`config.mk`:
```
export PLATFORM = sky130hd
export DESIGN_NAME = pc_sequencer
export DESIGN_NICKNAME = d
export VERILOG_FILES = /design/src/rtl/pc_sequencer.sv
export SDC_FILE = /design/constraint.sdc
export NUM_CORES = 1
export LEC_CHECK = 0
export BUFFER_PORTS_ARGS = -buffer_cell sky130_fd_sc_hd__buf_2
export CAP_MARGIN = 0
export CELL_PAD_IN_SITES_DETAIL_PLACEMENT = 1
export CELL_PAD_IN_SITES_GLOBAL_PLACEMENT = 1
export CORE_MARGIN = 4
export CORE_UTILIZATION = 34
export CTS_BUF_LIST = sky130_fd_sc_hd__clkbuf_16
export CTS_CLUSTER_SIZE = 12
export DETAILED_ROUTE_END_ITERATION = 16
export PLACE_DENSITY_LB_ADDON = 0.1
export SKIP_CTS_REPAIR_TIMING = 1
export SYNTH_ARGS = -nofsm -noshare
export SYNTH_HDL_FRONTEND = slang
export SYNTH_SLANG_ARGS = --single-unit
```
`constraint.sdc`:
```
create_clock -name clk -period 3.1 [get_ports clk]
set_input_delay 0.155 -clock clk [delete_from_list [all_inputs] [get_ports clk]]
set_output_delay 0.155 -clock clk [all_outputs]
set_load 0.005 [all_outputs]
```
`src/rtl/pc_sequencer.sv`:
```
// pc_sequencer: owns the program counter and selects the next fetch address.
// Handles sequential fetch, branch, J-type jump and jump-register redirects,
// post-redirect squash bubbles, stall, halt/resume and a sticky JR
// misalignment error state.
//
// Optional feature: define PC_SEQ_PERF_EN to add fetch_count/bubble_count.
//
// Ports:
//   clk, rst          clock (rising edge), asynchronous active-high reset
//   stall             hold PC and state this cycle
//   halt / resume     enter / leave HALTED
//   branch_taken      conditional branch taken, target pc+4+(branch_offset<<2)
//   jump              J-type jump, target {pc+4[31:28], jump_target, 2'b00}
//   jump_reg          jump-register, target reg_target (must be word aligned)
//   out_pc            current fetch address
//   valid_fetch       instruction at out_pc is to be executed (combinational)
//   state             0=RUN 1=BUBBLE 2=HALTED 3=ERROR
//   misaligned        sticky JR misalignment flag
//   fetch_count       (PC_SEQ_PERF_EN) unstalled RUN fetch edges
//   bubble_count      (PC_SEQ_PERF_EN) unstalled BUBBLE edges
module pc_sequencer #(
    parameter logic [31:0] RESET_PC       = 32'h0000_0000,
    parameter int unsigned BRANCH_PENALTY = 1
) (
    input  logic        clk,
    input  logic        rst,
    input  logic        stall,
    input  logic        halt,
    input  logic        resume,
    input  logic        branch_taken,
    input  logic [31:0] branch_offset,
    input  logic        jump,
    input  logic [25:0] jump_target,
    input  logic        jump_reg,
    input  logic [31:0] reg_target,
    output logic [31:0] out_pc,
    output logic        valid_fetch,
    output logic [1:0]  state,
    output logic        misaligned
`ifdef PC_SEQ_PERF_EN
    ,
    output logic [31:0] fetch_count,
    output logic [31:0] bubble_count
`endif
);

    localparam logic [1:0] ST_RUN    = 2'd0;
    localparam logic [1:0] ST_BUBBLE = 2'd1;
    localparam logic [1:0] ST_HALTED = 2'd2;
    localparam logic [1:0] ST_ERROR  = 2'd3;
    localparam logic [1:0] PENALTY   = 2'(BRANCH_PENALTY);

    logic [1:0]  r_state;
    logic [31:0] r_pc;
    logic [1:0]  r_cnt;
    logic        r_mis;

    logic [1:0]  w_state_nxt;
    logic [31:0] w_pc_nxt;
    logic [1:0]  w_cnt_nxt;
    logic        w_mis_nxt;
    logic [31:0] w_pc_plus4;
    logic [31:0] w_br_tgt;
    logic [31:0] w_j_tgt;
    logic        w_redir;
    logic [31:0] w_redir_tgt;

    // Candidate targets, all modulo 2^32
    assign w_pc_plus4 = r_pc + 32'd4;
    assign w_br_tgt   = w_pc_plus4 + (branch_offset << 2);
    assign w_j_tgt    = {w_pc_plus4[31:28], jump_target, 2'b00};

    // Aligned redirect selection, JR > J > branch
    always_comb begin
        w_redir     = 1'b0;
        w_redir_tgt = w_pc_plus4;
        if (jump_reg) begin
            w_redir     = (reg_target[1:0] == 2'b00);
            w_redir_tgt = reg_target;
        end else if (jump) begin
            w_redir     = 1'b1;
            w_redir_tgt = w_j_tgt;
        end else if (branch_taken) begin
            w_redir     = 1'b1;
            w_redir_tgt = w_br_tgt;
        end
    end

    // State register
    always_ff @(posedge clk or posedge rst) begin
        if (rst) begin
            r_state <= ST_RUN;
            r_pc    <= RESET_PC;
            r_cnt   <= 2'd0;
            r_mis   <= 1'b0;
        end else begin
            r_state <= w_state_nxt;
            r_pc    <= w_pc_nxt;
            r_cnt   <= w_cnt_nxt;
            r_mis   <= w_mis_nxt;
        end
    end

    // Next-state logic
    always_comb begin
        w_state_nxt = r_state;
        w_pc_nxt    = r_pc;
        w_cnt_nxt   = r_cnt;
        w_mis_nxt   = r_mis;
        case (r_state)
            ST_RUN: begin
                if (halt) begin
                    w_state_nxt = ST_HALTED;
                end else if (stall) begin
                    w_state_nxt = ST_RUN;
                end else if (jump_reg && !w_redir) begin
                    // Misaligned JR traps; PC stays on the JR
                    w_state_nxt = ST_ERROR;
                    w_mis_nxt   = 1'b1;
                end else if (w_redir) begin
                    w_pc_nxt    = w_redir_tgt;
                    w_cnt_nxt   = PENALTY;
                    w_state_nxt = (PENALTY != 2'd0) ? ST_BUBBLE : ST_RUN;
                end else begin
                    w_pc_nxt = w_pc_plus4;
                end
            end
            ST_BUBBLE: begin
                if (halt) begin
                    w_state_nxt = ST_HALTED;
                    w_cnt_nxt   = 2'd0;
                end else if (!stall) begin
                    w_cnt_nxt = r_cnt - 2'd1;
                    if (r_cnt <= 2'd1) begin
                        w_state_nxt = ST_RUN;
                        w_cnt_nxt   = 2'd0;
                    end
                end
            end
            ST_HALTED: begin
                if (resume && !halt) begin
                    w_state_nxt = ST_RUN;
                end
            end
            default: begin
                // ERROR is left only through reset
                w_state_nxt = ST_ERROR;
            end
        endcase
    end

    // Outputs
    always_comb begin
        valid_fetch = (r_state == ST_RUN) && !rst;
    end

    assign out_pc     = r_pc;
    assign state      = r_state;
    assign misaligned = r_mis;

`ifdef PC_SEQ_PERF_EN
    logic [31:0] r_fetch_cnt;
    logic [31:0] r_bubble_cnt;

    // Performance counters, free-running modulo 2^32
    always_ff @(posedge clk or posedge rst) begin
        if (rst) begin
            r_fetch_cnt  <= 32'd0;
            r_bubble_cnt <= 32'd0;
        end else begin
            if ((r_state == ST_RUN) && !stall && !halt) begin
                r_fetch_cnt <= r_fetch_cnt + 32'd1;
            end
            if ((r_state == ST_BUBBLE) && !stall) begin
                r_bubble_cnt <= r_bubble_cnt + 32'd1;
            end
        end
    end

    assign fetch_count  = r_fetch_cnt;
    assign bubble_count = r_bubble_cnt;
`endif

endmodule
```
==> flow_metrics.env, run 1 <==
export IMPL_status="complete, but fails checks"
export IMPL_violations="negative setup slack"
export IMPL_p_comb_frac=0.797
export IMPL_rows=42
export IMPL_fmax_mhz=290.2
export IMPL_fp_dieW_um=125.3
export IMPL_drive_above_1_share=0.5077
export IMPL_final_cells=1082
export IMPL_place_inst=1049
export IMPL_finalCritPeriodShare=1.112
export IMPL_synth_area_um2=4674
export IMPL_gp_congestion=0.9570
export IMPL_dieArea_um2=15690
export IMPL_synth_most_common_cell="nand2_1"
export IMPL_fill_cells=1653
export IMPL_firstDrtPassIters=5
export IMPL_cts_sinks=37
export IMPL_min_period_ns=3.446
export IMPL_grtUsageTotal=0.2789
export IMPL_antenna_found_initial=0
export IMPL_drt_initial_drc_count=522
export IMPL_grt_pass1_wl_mm=35.55
export IMPL_netlist_area_leader_share=0.1981
export IMPL_ys_seq_elements=37
export IMPL_powerDensity_nw_per_um2=923.3
export IMPL_switching_power_w=0.003395
export IMPL_via_per_inst=6.006
export IMPL_remaining_drc_errors=0
export IMPL_layout_setup_ws_ns=-0.3457
export IMPL_first_global_vias=6565
export IMPL_synth_common_cells="nand2_1, nor2_1, a21oi_1"
export IMPL_antenna_cells=0
export IMPL_synth_top_flop_cell="dfrtp_1"
export IMPL_drv_slew=0
export IMPL_sw_frac_of_total=0.4733
export IMPL_clock_skew_ns=0.006314
export IMPL_hold_viol=0
export IMPL_num_nets_final=1041
export IMPL_drtAntennaViolNets=0
export IMPL_max_slew_margin=0.2882
export IMPL_grt_max_degree=39
export IMPL_worstSetupPathType="reg -> reg"
export IMPL_totalPowerFinal_w=0.007173
export IMPL_synth_edf_count=0
export IMPL_vdd_drop_max_mv=0.4759
export IMPL_cts_root_buf="clkbuf_16"
export IMPL_synth_area_leaders="dfrtp_1, ha_1, xnor2_1, a21oi_1, o21ai_0"
export IMPL_cts_tree="built"
export IMPL_synth_nets=769
export IMPL_design_core_area_um2=13350
export IMPL_tightest_slew_ns=1.064
export IMPL_seq_power_share=0.131
export IMPL_post_place_ws_ns=-0.6039
export IMPL_p_leak_nw=3.527
export IMPL_cts_made_buffers=5
export IMPL_dr_total_vias=6499
export IMPL_io_buffers=131
export IMPL_netlist_instances=633
export IMPL_grt_overflow=0
export IMPL_cp_required_ns=3.26
export IMPL_start_util=0.3502
export IMPL_synth_distinct_cells=68
export IMPL_final_setup_viol_count=15
export IMPL_clk_path_buf_depth=2
export IMPL_drt_wl_total_mm=25.07
export IMPL_p_int_w=0.003778
export IMPL_reg2regPathDepth=15
export IMPL_arrival_ns=3.60
export IMPL_drv_cap=0
export IMPL_async_reset_ff_frac=1.000
export IMPL_areaGrowthSynthToFinish_pct=66.19
export IMPL_ys_warnings_count=0
export IMPL_end_kind="register"
export IMPL_wire_per_inst_um=23.17
export IMPL_multiInputGateArea_um2=4474
export IMPL_hold_slack_ns=0.03790
export IMPL_postSynthAreaPerCell_um2=7.385
export IMPL_pwr_share_clk=0.072
export IMPL_cts_max_level=2
export IMPL_clkLatencyLatePin_ns=0.29
export IMPL_die_h_um=125.3
export IMPL_ios=134
export IMPL_cp_start_kind="register"
export IMPL_yosysTopAreaCell="dfrtp_1"
export IMPL_critPathMaxFanout=4
export IMPL_rsz0062_at_grt="yes"
export IMPL_clk_pin_slew_worst_paths_ns=0.06
export IMPL_hp_class="in -> async"
export IMPL_yosysSeqAreaShare=0.1981
export IMPL_regArea_um2=929.6
export IMPL_hpwlAfterDp_mm=18.18
-- final cells by class --
type / instances / share of cell area
clock buffer: 5 / 0.01611
multi-input combinational: 546 / 0.5759
inverter: 18 / 0.009019
timing repair buffer: 297 / 0.2492
sequential: 37 / 0.1197
tap: 176 / 0.02835
clock inverter: 3 / 0.001772
-- metrics by stage --
stage,instance area (µm²),TNS (ns),utilization
6_report,7769,-3.033,0.5820
5_1_grt,7769,-5.839,0.5820
4_1_cts,6705,-8.293,0.5023
3_5_place_dp,6566,-7.617,0.4919
3_3_place_gp,6566,-5.165,0.4919
2_1_floorplan,4775,-0.2234,-
-- placed cells by master, fill, tap and decap left out, types with 5 or more instances in the layout --
cell | synthesis | routed
xnor2_1 | 37 | 18
buf_2 | 0 | 131
a21oi_1 | 59 | 38
a211oi_1 | 8 | 6
buf_4 | 1 | 157
xor2_1 | 11 | 6
ha_1 | 37 | 24
a21oi_2 | 0 | 17
ha_4 | 0 | 11
o211ai_1 | 6 | 6
nand2_2 | 0 | 7
nor2b_1 | 6 | 5
o21ai_2 | 0 | 11
dfrtp_1 | 37 | 34
nor2_2 | 1 | 8
o21ai_1 | 3 | 11
nand4_1 | 9 | 9
nor2_1 | 61 | 48
a221oi_1 | 9 | 7
nor3_1 | 9 | 8
a31oi_1 | 8 | 7
a22oi_1 | 10 | 10
and3_1 | 9 | 8
buf_6 | 0 | 9
clkbuf_16 | 0 | 5
inv_1 | 17 | 15
nor2_4 | 1 | 7
nand2_1 | 71 | 62
o21ai_0 | 57 | 36
a21o_1 | 13 | 13
and2_1 | 9 | 5
xnor2_2 | 0 | 15
nand3_1 | 24 | 18
o21a_1 | 6 | 5
xor2_2 | 1 | 5
a222oi_1 | 5 | 5
-- flip-flops by register name, indices dropped and copies added (netlist names) --
signal	flops
out_pc	32
r_cnt	2
state	2
misaligned	1
-- path summary, 6_finish.rpt --
path                            startpoint         end  slack, ns
worst max-delay path            out_pc[10]  out_pc[27]      -0.35
worst min register to register  misaligned  misaligned       0.46
worst max register to register  out_pc[10]  out_pc[27]      -0.35
worst min-delay path                   rst   out_pc[0]       0.04
min in group clk                      halt    state[1]       0.16
max in group asynchronous              rst  out_pc[29]       2.26
-- kinds of logic (layout without fill, tap and decap cells) --
kind of cell	count (synthesis)	in the layout	share of synthesized area
flip-flops	37	37	0.1981
AND/OR/NAND/NOR	230	230	0.2420
buffers and inverters	50	323	0.04095
XOR/XNOR	49	49	0.09342
multiplexers	4	4	0.009100
adder cells (fa/ha/maj)	38	38	0.1033
AO/OA/AOI/OAI	225	225	0.3132
-- power by group through the flow --
stage               combinational (W)  sequential, W  clock (W)
floorplan                     0.00226       0.000956          0
detailed placement            0.00437       0.000911          0
finish                        0.00572       0.000941   0.000514
global placement              0.00424       0.000891          0
CTS                           0.00440       0.000908   0.000507
global route                  0.00611       0.000964   0.000544
-- critical path, stage by stage, from the launching register on --
cell and delay (ns):
dfrtp_1 0.39, and4_4 0.28, nand4_1 0.18, or3_4 0.45, buf_6 0.13, xnor2_2 0.12, ha_1 0.31, nand2_2 0.08
nor4_2 0.16, buf_4 0.16, o211ai_1 0.13, buf_4 0.18, a21oi_4 0.30, nor4_2 0.10, a211oi_2 0.23, o211ai_1 0.11
-- routing by layer --
| metal | GRT usage | wire length (µm) |
|---|---|---|
| met5 | 0 | 0 |
| met4 | 0.09247 | 947 |
| met3 | 0.03497 | 1369 |
| met2 | 0.4960 | 12780 |
| met1 | 0.3493 | 9973 |
Power figures use the tool's default switching activity.
==> run 2, diff against run 1 <==
--- a/config.mk
+++ b/config.mk
@@ -6,13 +6,13 @@
 export NUM_CORES = 1
 export LEC_CHECK = 0
-export BUFFER_PORTS_ARGS = -buffer_cell sky130_fd_sc_hd__buf_2
 export CAP_MARGIN = 0
 export CELL_PAD_IN_SITES_DETAIL_PLACEMENT = 1
 export CELL_PAD_IN_SITES_GLOBAL_PLACEMENT = 1
 export CORE_MARGIN = 4
-export CORE_UTILIZATION = 34
+export CORE_UTILIZATION = 38
 export CTS_BUF_LIST = sky130_fd_sc_hd__clkbuf_16
 export CTS_CLUSTER_SIZE = 12
 export DETAILED_ROUTE_END_ITERATION = 16
+export DONT_BUFFER_PORTS = 1
 export PLACE_DENSITY_LB_ADDON = 0.1
 export SKIP_CTS_REPAIR_TIMING = 1
==> constraint.sdc (replaced) <==
create_clock -name clk -period 3.1 [get_ports clk]
set_input_delay 0.155 -clock clk [delete_from_list [all_inputs] [get_ports clk]]
set_output_delay 0.155 -clock clk [all_outputs]
set_load 0.02 [all_outputs]
==> flow_metrics.env, run 2 (synthesis results as in run 1) <==
export IMPL_seq_power_share=0.139
export IMPL_firstDrtPassIters=8
export IMPL_place_area_um2=5991
export IMPL_final_setup_viol_count=15
export IMPL_remaining_drc_errors=0
export IMPL_crit_path_top_delay_cell="or3b_1"
export IMPL_pwr_share_clk=0.075
export IMPL_powerDensity_nw_per_um2=989.5
export IMPL_reg2regPathDepth=14
export IMPL_tightest_slew_ns=0.9498
export IMPL_sw_frac_of_total=0.4855
export IMPL_cpMostUsedCell="nor2_1"
export IMPL_grt_max_degree=40
export IMPL_reg2reg_from="out_pc[10]"
export IMPL_drt_wl_total_mm=22.63
export IMPL_p_comb_frac=0.786
export IMPL_switching_power_w=0.003349
export IMPL_status="complete, but fails checks"
export IMPL_final_cell_mix="buf_4, nand2_1, nor2_1"
export IMPL_min_period_ns=3.601
export IMPL_hpwlAfterDp_mm=17.08
export IMPL_cts_made_buffers=5
export IMPL_fp_dieW_um=118.9
export IMPL_clock_skew_ns=0.008937
export IMPL_drive_above_1_share=0.4003
export IMPL_via_per_inst=6.251
export IMPL_post_place_ws_ns=-0.6204
export IMPL_crit_chain="and4_4 > nand4_1 > nor2_1 > nand2_1 > xnor2_2 > ha_1 > a21oi_2 > or3b_1 > a221o_1 > a22o_4 > o31ai_2 > nor2_1 > a211oi_2 > o211ai_1"
export IMPL_largest_reg_flops=32
export IMPL_grt_overflow=0
export IMPL_worst_path_buf_inv=0
export IMPL_fmax_mhz=277.7
export IMPL_violations="negative hold slack, negative setup slack"
export IMPL_finalCritPeriodShare=1.162
export IMPL_drv_cap=0
export IMPL_hold_slack_ns=-0.03221
export IMPL_hp_class="in -> async"
export IMPL_first_global_vias=6090
export IMPL_ios=134
export IMPL_io_buffers=0
export IMPL_die_h_um=118.9
export IMPL_cts_tree="built"
export IMPL_drt_initial_drc_count=329
export IMPL_crit_family="compound AO/OA/AOI/OAI gates"
export IMPL_critPathMaxFanout=4
export IMPL_final_area_um2=6972
export IMPL_dieArea_um2=14140
export IMPL_dr_total_vias=5788
export IMPL_rows=40
export IMPL_cts_root_buf="clkbuf_16"
export IMPL_areaGrowthSynthToFinish_pct=49.14
export IMPL_clkLatencyLatePin_ns=0.29
export IMPL_finish_utilization=0.5804
export IMPL_p_leak_nw=2.981
export IMPL_layout_setup_ws_ns=-0.5008
export IMPL_antenna_found_initial=2
export IMPL_fill_cells=1449
export IMPL_p_int_w=0.003549
export IMPL_cts_max_level=2
export IMPL_max_slew_margin=0.3661
export IMPL_fin_tns_setup_ns=-4.209
export IMPL_clk_path_buf_depth=2
export IMPL_cpPeakStageDelay_ns=0.39
export IMPL_gp_congestion=0.8944
export IMPL_vdd_drop_max_mv=0.5023
export IMPL_cts_sinks=37
export IMPL_num_nets_final=912
export IMPL_design_core_area_um2=12010
export IMPL_ff2ff_setup_slack_ns=-0.50
export IMPL_hold_viol=21
export IMPL_end_kind="register"
export IMPL_drtAntennaViolNets=0
export IMPL_start_util=0.3892
export IMPL_layout_commonest_cell="buf_4"
export IMPL_arrival_ns=3.77
export IMPL_worstReg2RegEnd="out_pc[27]"
export IMPL_wire_per_inst_um=24.44
export IMPL_cp_start_kind="register"
export IMPL_cp_required_ns=3.26
export IMPL_worstSetupPathType="reg -> reg"
export IMPL_clk_pin_slew_worst_paths_ns=0.06
export IMPL_grt_pass1_wl_mm=33.05
export IMPL_drv_slew=0
export IMPL_grtUsageTotal=0.2926
export IMPL_rsz0062_at_grt="yes"
run 2: changes by cell type in the layout (fill, tap and decap cells not counted), moves of 3 or more:
cell | before | now
a21oi_1 | 38 | 45
a21oi_2 | 17 | 11
buf_2 | 131 | 0
dfrtp_1 | 34 | 26
dfrtp_2 | 3 | 11
o21ai_0 | 36 | 41
o21ai_2 | 11 | 5
xnor2_1 | 18 | 22
xnor2_2 | 15 | 12
run 2: layout make-up:
cell class	instances	area [µm²]	area share
Tap cell	147	183.9	0.02638
Inverter	18	67.56	0.009691
Clock buffer	5	125.1	0.01795
Antenna cell	2	5.005	0.0007179
Timing Repair Buffer	168	1306	0.1874
Clock inverter	3	13.76	0.001974
Sequential cell	37	939.7	0.1348
Multi-Input combinational cell	546	4330	0.6211
run 2: worst register-to-register path: cells and delay by family (launching register included):
kind	cells	cell delay [ns]
AO/OA/AOI/OAI	6	1.33
XOR/XNOR	1	0.24
adder cells (fa/ha/maj)	1	0.30
flip-flops	1	0.36
AND/OR/NAND/NOR	6	1.25
run 2: power groups by stage:
stage | registers, W | clock network (W) | logic [W]
global placement | 0.000938 | 0 | 0.00427
CTS | 0.000949 | 0.000514 | 0.00445
global route | 0.000989 | 0.000541 | 0.00579
finish | 0.000961 | 0.000515 | 0.00542
detailed placement | 0.000955 | 0 | 0.00442
floorplan | 0.00119 | 0 | 0.00227
run 2: layer usage:
metal | GRT usage | part of all wire | vias up
met5 | 0 | 0 | -
met4 | 0.09776 | 0.028 | 0
met3 | 0.07882 | 0.066 | 45
met2 | 0.5218 | 0.52 | 207
met1 | 0.3377 | 0.39 | 2901
li1 | - | - | 2635
run 2: worst max path at each step:
stage / end / cells past startpoint / from / slack [ns]
floorplan: out_pc[27] / 16 / out_pc[8] / -0.21
global placement: out_pc[31] / 17 / out_pc[2] / -0.53
detailed placement: out_pc[31] / 17 / out_pc[3] / -0.62
CTS: out_pc[31] / 15 / out_pc[3] / -0.70
global route: out_pc[27] / 14 / out_pc[8] / -0.66
finish: out_pc[27] / 14 / out_pc[10] / -0.50
run 2: stage by stage:
stage	power [W]	cells
2_1_floorplan	0.003467	633
3_3_place_gp	0.005210	899
3_5_place_dp	0.005376	899
4_1_cts	0.005913	907
5_1_grt	0.007315	926
6_report	0.006899	926
